**src/rtl/rsa_ctrl_pkg.sv**
```systemverilog
// Shared types and constants for the RSA run controller.
// Latency: n/a (declarations only).
// Backpressure: n/a.
package rsa_ctrl_pkg;

    localparam int RSA_BYTE_W         = 8;
    localparam int RSA_FIFO_DEPTH_DEF = 16;
    localparam int RSA_WDT_CYCLES_DEF = 1_000_000;

    typedef enum logic [2:0] {
        ST_IDLE  = 3'd0,
        ST_PRIME = 3'd1,
        ST_RUN   = 3'd2,
        ST_DRAIN = 3'd3,
        ST_DONE  = 3'd4,
        ST_ERROR = 3'd5
    } rsa_ctrl_state_t;

    // States in which the CPU core is parked in reset waiting for a run request.
    function automatic logic rsa_is_parked(input rsa_ctrl_state_t s);
        return (s == ST_IDLE) || (s == ST_DONE) || (s == ST_ERROR);
    endfunction

endpackage

```
**src/rtl/rsa_byte_fifo.sv**
```systemverilog
// Synchronous byte FIFO with a registered head byte and occupancy count.
// Latency: a push into an empty FIFO is visible at the head one clock later.
// Backpressure: push ignored when full unless a pop happens the same cycle; pop ignored when empty.
module rsa_byte_fifo
    import rsa_ctrl_pkg::*;
#(
    parameter int DEPTH = RSA_FIFO_DEPTH_DEF,
    localparam int AW   = $clog2(DEPTH),
    localparam int CW   = AW + 1
) (
    input  logic                  i_clk,
    input  logic                  i_rst,
    input  logic                  i_flush,
    input  logic                  i_push,
    input  logic [RSA_BYTE_W-1:0] i_wdata,
    input  logic                  i_pop,
    output logic                  o_full,
    output logic                  o_empty,
    output logic [CW-1:0]         o_count,
    output logic [RSA_BYTE_W-1:0] o_rdata
);

    logic [RSA_BYTE_W-1:0] r_mem [DEPTH];
    logic [AW-1:0]         r_wr_ptr;
    logic [AW-1:0]         r_rd_ptr;
    logic [CW-1:0]         r_count;
    logic [RSA_BYTE_W-1:0] r_rdata;

    logic                  w_push_ok;
    logic                  w_pop_ok;
    logic [AW-1:0]         w_rd_nxt;
    logic [AW-1:0]         w_wr_nxt;
    logic [CW-1:0]         w_count_nxt;
    logic                  w_head_from_push;

    assign o_full  = (r_count == CW'(DEPTH));
    assign o_empty = (r_count == '0);
    assign o_count = r_count;
    assign o_rdata = r_rdata;

    // A full FIFO still takes a push when the head leaves in the same cycle.
    assign w_pop_ok  = i_pop && !o_empty;
    assign w_push_ok = i_push && (!o_full || w_pop_ok);

    // The new head comes straight from the write port when nothing else remains.
    assign w_head_from_push = o_empty || ((r_count == CW'(1)) && w_pop_ok);

    // Next pointer/count values; pointers wrap naturally at the power-of-2 depth.
    always_comb begin
        w_rd_nxt    = r_rd_ptr;
        w_wr_nxt    = r_wr_ptr;
        w_count_nxt = r_count;
        if (w_pop_ok) begin
            w_rd_nxt = r_rd_ptr + AW'(1);
        end
        if (w_push_ok) begin
            w_wr_nxt = r_wr_ptr + AW'(1);
        end
        if (w_push_ok && !w_pop_ok) begin
            w_count_nxt = r_count + CW'(1);
        end else if (w_pop_ok && !w_push_ok) begin
            w_count_nxt = r_count - CW'(1);
        end
    end

    // Storage array; no reset needed since occupancy is tracked by the count.
    always_ff @(posedge i_clk) begin
        if (w_push_ok && !i_flush) begin
            r_mem[r_wr_ptr] <= i_wdata;
        end
    end

    // Pointer and occupancy registers; flush empties the FIFO in one clock.
    always_ff @(posedge i_clk or posedge i_rst) begin
        if (i_rst) begin
            r_wr_ptr <= '0;
            r_rd_ptr <= '0;
            r_count  <= '0;
        end else if (i_flush) begin
            r_wr_ptr <= '0;
            r_rd_ptr <= '0;
            r_count  <= '0;
        end else begin
            r_wr_ptr <= w_wr_nxt;
            r_rd_ptr <= w_rd_nxt;
            r_count  <= w_count_nxt;
        end
    end

    // Registered head byte; held while the head is not popped.
    always_ff @(posedge i_clk or posedge i_rst) begin
        if (i_rst) begin
            r_rdata <= '0;
        end else if (!i_flush && (w_count_nxt != '0)) begin
            if (w_head_from_push) begin
                r_rdata <= i_wdata;
            end else begin
                r_rdata <= r_mem[w_rd_nxt];
            end
        end
    end

endmodule

```
**src/rtl/rsa_run_controller.sv**
```systemverilog
// Run sequencer: parks the CPU in reset, starts a run, buffers its output bytes and reports completion.
// Latency: go -> cpu_start two clocks; captured byte -> out_valid one clock; all status outputs registered.
// Backpressure: out_valid/out_ready on the byte stream; a push into a full FIFO without a pop is dropped and flagged.
// Optional watchdog on the RUN state is enabled by defining RSA_CTRL_WATCHDOG_EN.
module rsa_run_controller
    import rsa_ctrl_pkg::*;
#(
    parameter int FIFO_DEPTH = RSA_FIFO_DEPTH_DEF,
    parameter int WDT_CYCLES = RSA_WDT_CYCLES_DEF
) (
    input  logic                  clk_FPGA,
    input  logic                  reset,
    input  logic                  go,
    output logic                  cpu_rst,
    output logic                  cpu_start,
    input  logic                  cpu_end,
    input  logic                  cpu_com,
    input  logic                  cpu_byte_vld,
    input  logic [RSA_BYTE_W-1:0] cpu_byte,
    output logic                  out_valid,
    input  logic                  out_ready,
    output logic [RSA_BYTE_W-1:0] out_data,
    output logic                  busy,
    output logic                  done,
    output logic                  overflow,
    output logic                  timeout
);

    localparam int CW = $clog2(FIFO_DEPTH) + 1;

    rsa_ctrl_state_t       r_state;
    rsa_ctrl_state_t       w_state_nxt;

    logic                  r_cpu_rst;
    logic                  r_cpu_start;
    logic                  r_busy;
    logic                  r_done;
    logic                  r_overflow;
    logic                  r_timeout;

    logic                  w_push_req;
    logic                  w_pop_req;
    logic                  w_drop;
    logic                  w_flush;
    logic                  w_full;
    logic                  w_empty;
    logic                  w_wdt_expire;
    logic                  w_to_error;
    logic [CW-1:0]         w_fifo_count_unused;
    logic [RSA_BYTE_W-1:0] w_head;

    // Only qualified bytes during RUN are captured; DRAIN ignores the CPU.
    assign w_push_req = (r_state == ST_RUN) && cpu_byte_vld && cpu_com;
    // The consumer may drain in any state except the flush cycle.
    assign w_pop_req  = !w_empty && out_ready && (r_state != ST_PRIME);
    assign w_to_error = (r_state == ST_RUN) && w_wdt_expire && !cpu_end;
    assign w_flush    = (r_state == ST_PRIME) || w_to_error;
    assign w_drop     = w_push_req && w_full && !w_pop_req && !w_flush;

`ifdef RSA_CTRL_WATCHDOG_EN
    localparam int WDT_W = $clog2(WDT_CYCLES + 1);

    logic [WDT_W-1:0] r_wdt;

    assign w_wdt_expire = (r_state == ST_RUN) && (r_wdt == WDT_W'(WDT_CYCLES - 1));

    // Counts RUN cycles; restarted by every new run.
    always_ff @(posedge clk_FPGA or posedge reset) begin
        if (reset) begin
            r_wdt <= '0;
        end else if (r_state == ST_PRIME) begin
            r_wdt <= '0;
        end else if ((r_state == ST_RUN) && !w_wdt_expire) begin
            r_wdt <= r_wdt + WDT_W'(1);
        end
    end
`else
    logic w_wdt_unused;

    assign w_wdt_expire = 1'b0;
    assign w_wdt_unused = (WDT_CYCLES == 0);
`endif

    rsa_byte_fifo #(
        .DEPTH   (FIFO_DEPTH)
    ) u_fifo (
        .i_clk   (clk_FPGA),
        .i_rst   (reset),
        .i_flush (w_flush),
        .i_push  (w_push_req),
        .i_wdata (cpu_byte),
        .i_pop   (w_pop_req),
        .o_full  (w_full),
        .o_empty (w_empty),
        .o_count (w_fifo_count_unused),
        .o_rdata (w_head)
    );

    // State register.
    always_ff @(posedge clk_FPGA or posedge reset) begin
        if (reset) begin
            r_state <= ST_IDLE;
        end else begin
            r_state <= w_state_nxt;
        end
    end

    // Next-state logic; cpu_end wins over a simultaneous watchdog expiry.
    always_comb begin
        w_state_nxt = r_state;
        case (r_state)
            ST_IDLE, ST_DONE, ST_ERROR: begin
                if (go) begin
                    w_state_nxt = ST_PRIME;
                end
            end
            ST_PRIME: begin
                w_state_nxt = ST_RUN;
            end
            ST_RUN: begin
                if (cpu_end) begin
                    w_state_nxt = ST_DRAIN;
                end else if (w_wdt_expire) begin
                    w_state_nxt = ST_ERROR;
                end
            end
            ST_DRAIN: begin
                if (w_empty) begin
                    w_state_nxt = ST_DONE;
                end
            end
            default: begin
                w_state_nxt = ST_IDLE;
            end
        endcase
    end

    // Status outputs registered from the next state so they line up with r_state.
    always_ff @(posedge clk_FPGA or posedge reset) begin
        if (reset) begin
            r_cpu_rst   <= 1'b1;
            r_cpu_start <= 1'b0;
            r_busy      <= 1'b0;
            r_done      <= 1'b0;
            r_timeout   <= 1'b0;
        end else begin
            r_cpu_rst   <= rsa_is_parked(w_state_nxt);
            r_cpu_start <= (w_state_nxt == ST_RUN);
            r_busy      <= (w_state_nxt == ST_PRIME) || (w_state_nxt == ST_RUN) ||
                           (w_state_nxt == ST_DRAIN);
            r_done      <= (w_state_nxt == ST_DONE);
`ifdef RSA_CTRL_WATCHDOG_EN
            r_timeout   <= (w_state_nxt == ST_ERROR);
`else
            r_timeout   <= 1'b0;
`endif
        end
    end

    // Sticky drop flag, cleared as a new run is primed.
    always_ff @(posedge clk_FPGA or posedge reset) begin
        if (reset) begin
            r_overflow <= 1'b0;
        end else if (w_state_nxt == ST_PRIME) begin
            r_overflow <= 1'b0;
        end else if (w_drop) begin
            r_overflow <= 1'b1;
        end
    end

    assign cpu_rst   = r_cpu_rst;
    assign cpu_start = r_cpu_start;
    assign busy      = r_busy;
    assign done      = r_done;
    assign overflow  = r_overflow;
    assign timeout   = r_timeout;
    assign out_valid = !w_empty;
    assign out_data  = w_head;

endmodule

```
**config.mk**
```make
export PLATFORM = sky130hd
export DESIGN_NAME = rsa_run_controller
export DESIGN_NICKNAME = d
export VERILOG_FILES = /design/src/rtl/rsa_ctrl_pkg.sv /design/src/rtl/rsa_byte_fifo.sv /design/src/rtl/rsa_run_controller.sv
export SDC_FILE = /design/constraint.sdc
export NUM_CORES = 1
export LEC_CHECK = 0
export BUFFER_PORTS_ARGS = -buffer_cell sky130_fd_sc_hd__buf_2
export CAP_MARGIN = 25
export CORE_MARGIN = 2
export CORE_UTILIZATION = 62
export DETAILED_ROUTE_END_ITERATION = 7
export PLACE_DENSITY = 0.89
export SLEW_MARGIN = 5
export SYNTH_ARGS = -nofsm -noshare
export SYNTH_HDL_FRONTEND = slang
export SYNTH_SLANG_ARGS = --single-unit
```
**constraint.sdc**
```tcl
create_clock -name clk_FPGA -period 4.5 [get_ports clk_FPGA]
set_clock_uncertainty 0.1 [all_clocks]
set_input_delay 1.35 -clock clk_FPGA [delete_from_list [all_inputs] [get_ports clk_FPGA]]
set_output_delay 1.35 -clock clk_FPGA [all_outputs]
set_load 0.03 [all_outputs]
```
==> results by group <==
Synth
  • Cell variety after synth: 60
  • Syn_nets: 580
  • Seq cells post-synth: 157
  • Fraction of the yosys area taken by sequential cells: 64.9%
  • Average cell area after synthesis: 12.7 sq um
  • Netlist area before placement: 7050 sq um
  • Synth Instances: 556
  • EDFF count, synth: 128
  • Proportion of synthesized flip-flops having asynchronous set or reset: 18.5%
  • Most common flop cell mapped by yosys: edfxtp_1
  • Synth warnings: 0

Clock network
  • Maximum clock path buffer count: 2
  • TritonCTS sink count: 157
  • Number of H-tree levels: 4
  • Total CTS buffers: 17
  • Source-to-sink clock delay at the later pin of the worst-skew pair: 0.43 ns
  • Buffers inserted during post-CTS setup optimization: 0
  • CTS hold repair buffers: 0
  • CTS tree: done
  • Master cell of the clock root buffer: clkbuf_16
  • Resize count post-CTS: 0
  • Clk slew on worst S/H paths: 0.06 ns

Drt
  • Post-detailed-route wirelength per cell: 22.9 microns
  • DR vias/cell: 6.76
  • Routed via count: 4,961
  • Total DRC errors in the routed layout: 0
  • Post-route antenna net violation count: 0
  • Initial detailed-routing violation count: 698
  • Number of search-and-repair iterations in the first detailed-routing pass: 8
  • Wirelength, routed: 16,800 microns

Worst setup path
  • Type of element capturing the critical path: register
  • Slowest stage delay, CP: 0.56 ns
  • Reg2reg setup slack: 0.80 ns
  • Endpoint of the worst register-to-register path: u_fifo.o_rdata[7]$_DFFE_PP0P_
  • Worst-path cell with the longest stage delay: and2_1
  • CP Data Arrival Time: 3.93 ns
  • Required arrival time at the worst endpoint: 4.74 ns
  • CP cell instances: inv_1 > ha_1 > nor4b_4 > inv_2 > nand4_1 > buf_4 > and2_1 > nand2_1 > a31oi_1 > o211ai_1 > a32oi_1
  • Critical Path Start Type: register
  • Origin of the critical flop-to-flop path: u_fifo.o_count[0]$_DFF_PP0_
  • Path depth of the worst reg2reg path: 11
  • Crit Path Category: register to register
  • Critical-path maximum fanout: 21

Floorplan
  • Die Ht: 111 microns
  • Number of top-level design ports: 30
  • Core box area: 11,000 sq um
  • Starting Density: 64.1%
  • Die ar.: 12,200 sq um
  • Row count: 38
  • Die W: 111 microns

Timing
  • Highest achievable clock rate: 0.271 GHz
  • Number of endpoints with negative hold slack in the final report: 0
  • Post-route clock period utilization: 82.1%
  • Final setup violation count: 0
  • Post-route setup TNS: 0 ns
  • Unrepaired setup endpoints after global routing: no
  • Max-slew headroom: 24.4%
  • Final setup margin: 0.804 ns
  • Number of slew-limit violations in the final report: 0
  • Clock period minus worst slack: 3.70 ns
  • Transition at the pin with the smallest max-transition slack: 1.12 ns

Placed design
  • RD Place Congestion: 0.919
  • Placement Setup Slack: 0.537 ns
  • Dpl cell area: 7290 sq um
  • DP HPWL: 10,600 microns
  • Port bufs: 28

Pwr
  • Final Total Pwr: 0.00562 W
  • Maximum vdd drop: 0.493 mV
  • Static Leak: 2.97 nW
  • Total power density per cell area: 709 nW/um^2

Worst hold path
  • Hold path depth: 2
  • Min-Delay Endpoint: overflow$_DFFE_PP0P_
  • Min-delay worst type: register to register
  • Min-delay src: overflow$_DFFE_PP0P_

Global route
  • Number of antenna violations at the first check in global routing: 0
  • Total global routing track utilization: 28.2%
  • Via count of the first global-routing pass: 5,028
  • Wire length of the first global-routing pass: 26,700 microns
  • Met1 layer usage reported by global route: 37.3%
  • GR Layer Usage met3: 8.12%
  • Busiest layer in global routing: met2
  • Met2 Resource Use GR: 44.6%
  • Remaining Overflow, GRT: 0
  • Largest net degree at the start of global routing: 57

Layout
  • Nets@finish: 605
  • Sequential cell area: 4570 sq um
  • Most common library cell in the layout ignoring fill and taps: edfxtp_1
  • Fill cells: 640
  • Most frequent cells in the layout: edfxtp_1, nand2_1, dfrtp_1, buf_2
  • Post-layout utilization of the core: 72.2%
  • Layout area overhead: 12.5%
  • Footprint of the multi-input gates: 2240 sq um
  • ANT cells: 0
  • Layout cells sized above 1: 15.8%
  • Post-layout instance area: 7930 sq um

Run status
  • Outcome: completed

Job
  • Max Cap Viol: 0
-- where the power goes --
part,internal (W),switching [W]
clock,0.000966,0.000580
sequential,0.00171,0.000173
combinational,0.000782,0.00141
total,0.00346,0.00216
-- cell usage after synthesis (8+ instances only) --
master | n | share of area [%]
dfrtp_1 | 28 | 9.9
a32oi_1 | 8 | 0.99
mux2_2 | 9 | 1.4
nor2_1 | 21 | 1.1
buf_2 | 10 | 0.71
o211ai_1 | 10 | 1.1
and3_1 | 21 | 1.9
inv_1 | 16 | 0.85
and2_1 | 16 | 1.4
ha_1 | 9 | 1.6
mux2i_1 | 11 | 1.6
a211oi_1 | 20 | 2.1
a21oi_1 | 9 | 0.64
nand2_1 | 84 | 4.5
a31oi_1 | 21 | 1.9
clkbuf_1 | 16 | 0.85
a22oi_1 | 8 | 0.85
nand3_1 | 18 | 1.3
edfxtp_1 | 128 | 55
-- through the flow --
| step | instances | hold WS (ns) |
|---|---|---|
| 6_report | 734 | 0.420 |
| 5_1_grt | 734 | 0.449 |
| 4_1_cts | 734 | 0.434 |
| 3_5_place_dp | 702 | 0.390 |
| 3_3_place_gp | 702 | 0.376 |
| 2_1_floorplan | 556 | 0.432 |
-- layout make-up --
| type | instances | share of cell area [%] |
|---|---|---|
| multi-input cells | 347 | 28.3 |
| repair buffers | 40 | 2.90 |
| well taps | 140 | 2.21 |
| flip-flops and latches | 157 | 57.7 |
| clock buffers | 21 | 5.81 |
| inverters | 18 | 0.853 |
| clock inverters | 11 | 2.26 |
-- registers in the layout, summed over array words and instances (netlist names) --
| name | flops |
|---|---|
| busy | 1 |
| cpu_rst | 1 |
| cpu_start | 1 |
| done | 1 |
| overflow | 1 |
| r_state | 3 |
| u_fifo.o_count | 5 |
| u_fifo.o_rdata | 8 |
| u_fifo.r_mem | 128 |
| u_fifo.r_rd_ptr | 4 |
| u_fifo.r_wr_ptr | 4 |
-- worst max-delay path: cells and delay by family (launching register included) --
family                   cells  cell delay (ns)
AND/OR/NAND/NOR              4             1.40
flip-flops                   1             0.46
AO/OA/AOI/OAI                3             0.79
buffers and inverters        3             0.57
adder cells (fa/ha/maj)      1             0.28
-- routing by layer --
metal | share of wire, % | vias up | wire (microns)
li1 | - | 2157 | -
met1 | 39 | 2351 | 6520
met2 | 48 | 391 | 8060
met3 | 11 | 62 | 1810
met4 | 2.6 | 0 | 441
met5 | 0 | - | 0
-- logic make-up after synthesis --
family,count (synthesis),synth area share [%]
AOI/OAI and AO/OA,117,12.1
xor gates and xnor gates,7,0.870
adders and majority gates,9,1.60
buffers and inverters,52,3.37
DFF,157,64.9
muxes,22,3.43
other,1,0.0532
and+or+nand+nor,191,13.7
-- worst max path at each step --
stage                                     start                            end  slack [ns]  depth (start not counted)
finish              u_fifo.o_count[0]$_DFF_PP0_  u_fifo.o_rdata[7]$_DFFE_PP0P_        0.80                         11
global route        u_fifo.o_count[0]$_DFF_PP0_  u_fifo.o_rdata[7]$_DFFE_PP0P_        0.61                         11
CTS                 u_fifo.o_count[0]$_DFF_PP0_                      out_valid        0.88                          5
detailed placement                    out_ready  u_fifo.o_rdata[5]$_DFFE_PP0P_        0.54                          8
global placement                      out_ready  u_fifo.o_rdata[0]$_DFFE_PP0P_        0.61                          8
floorplan                             out_ready  u_fifo.o_rdata[5]$_DFFE_PP0P_        1.08                          9
(Power assumes the default switching activity.)
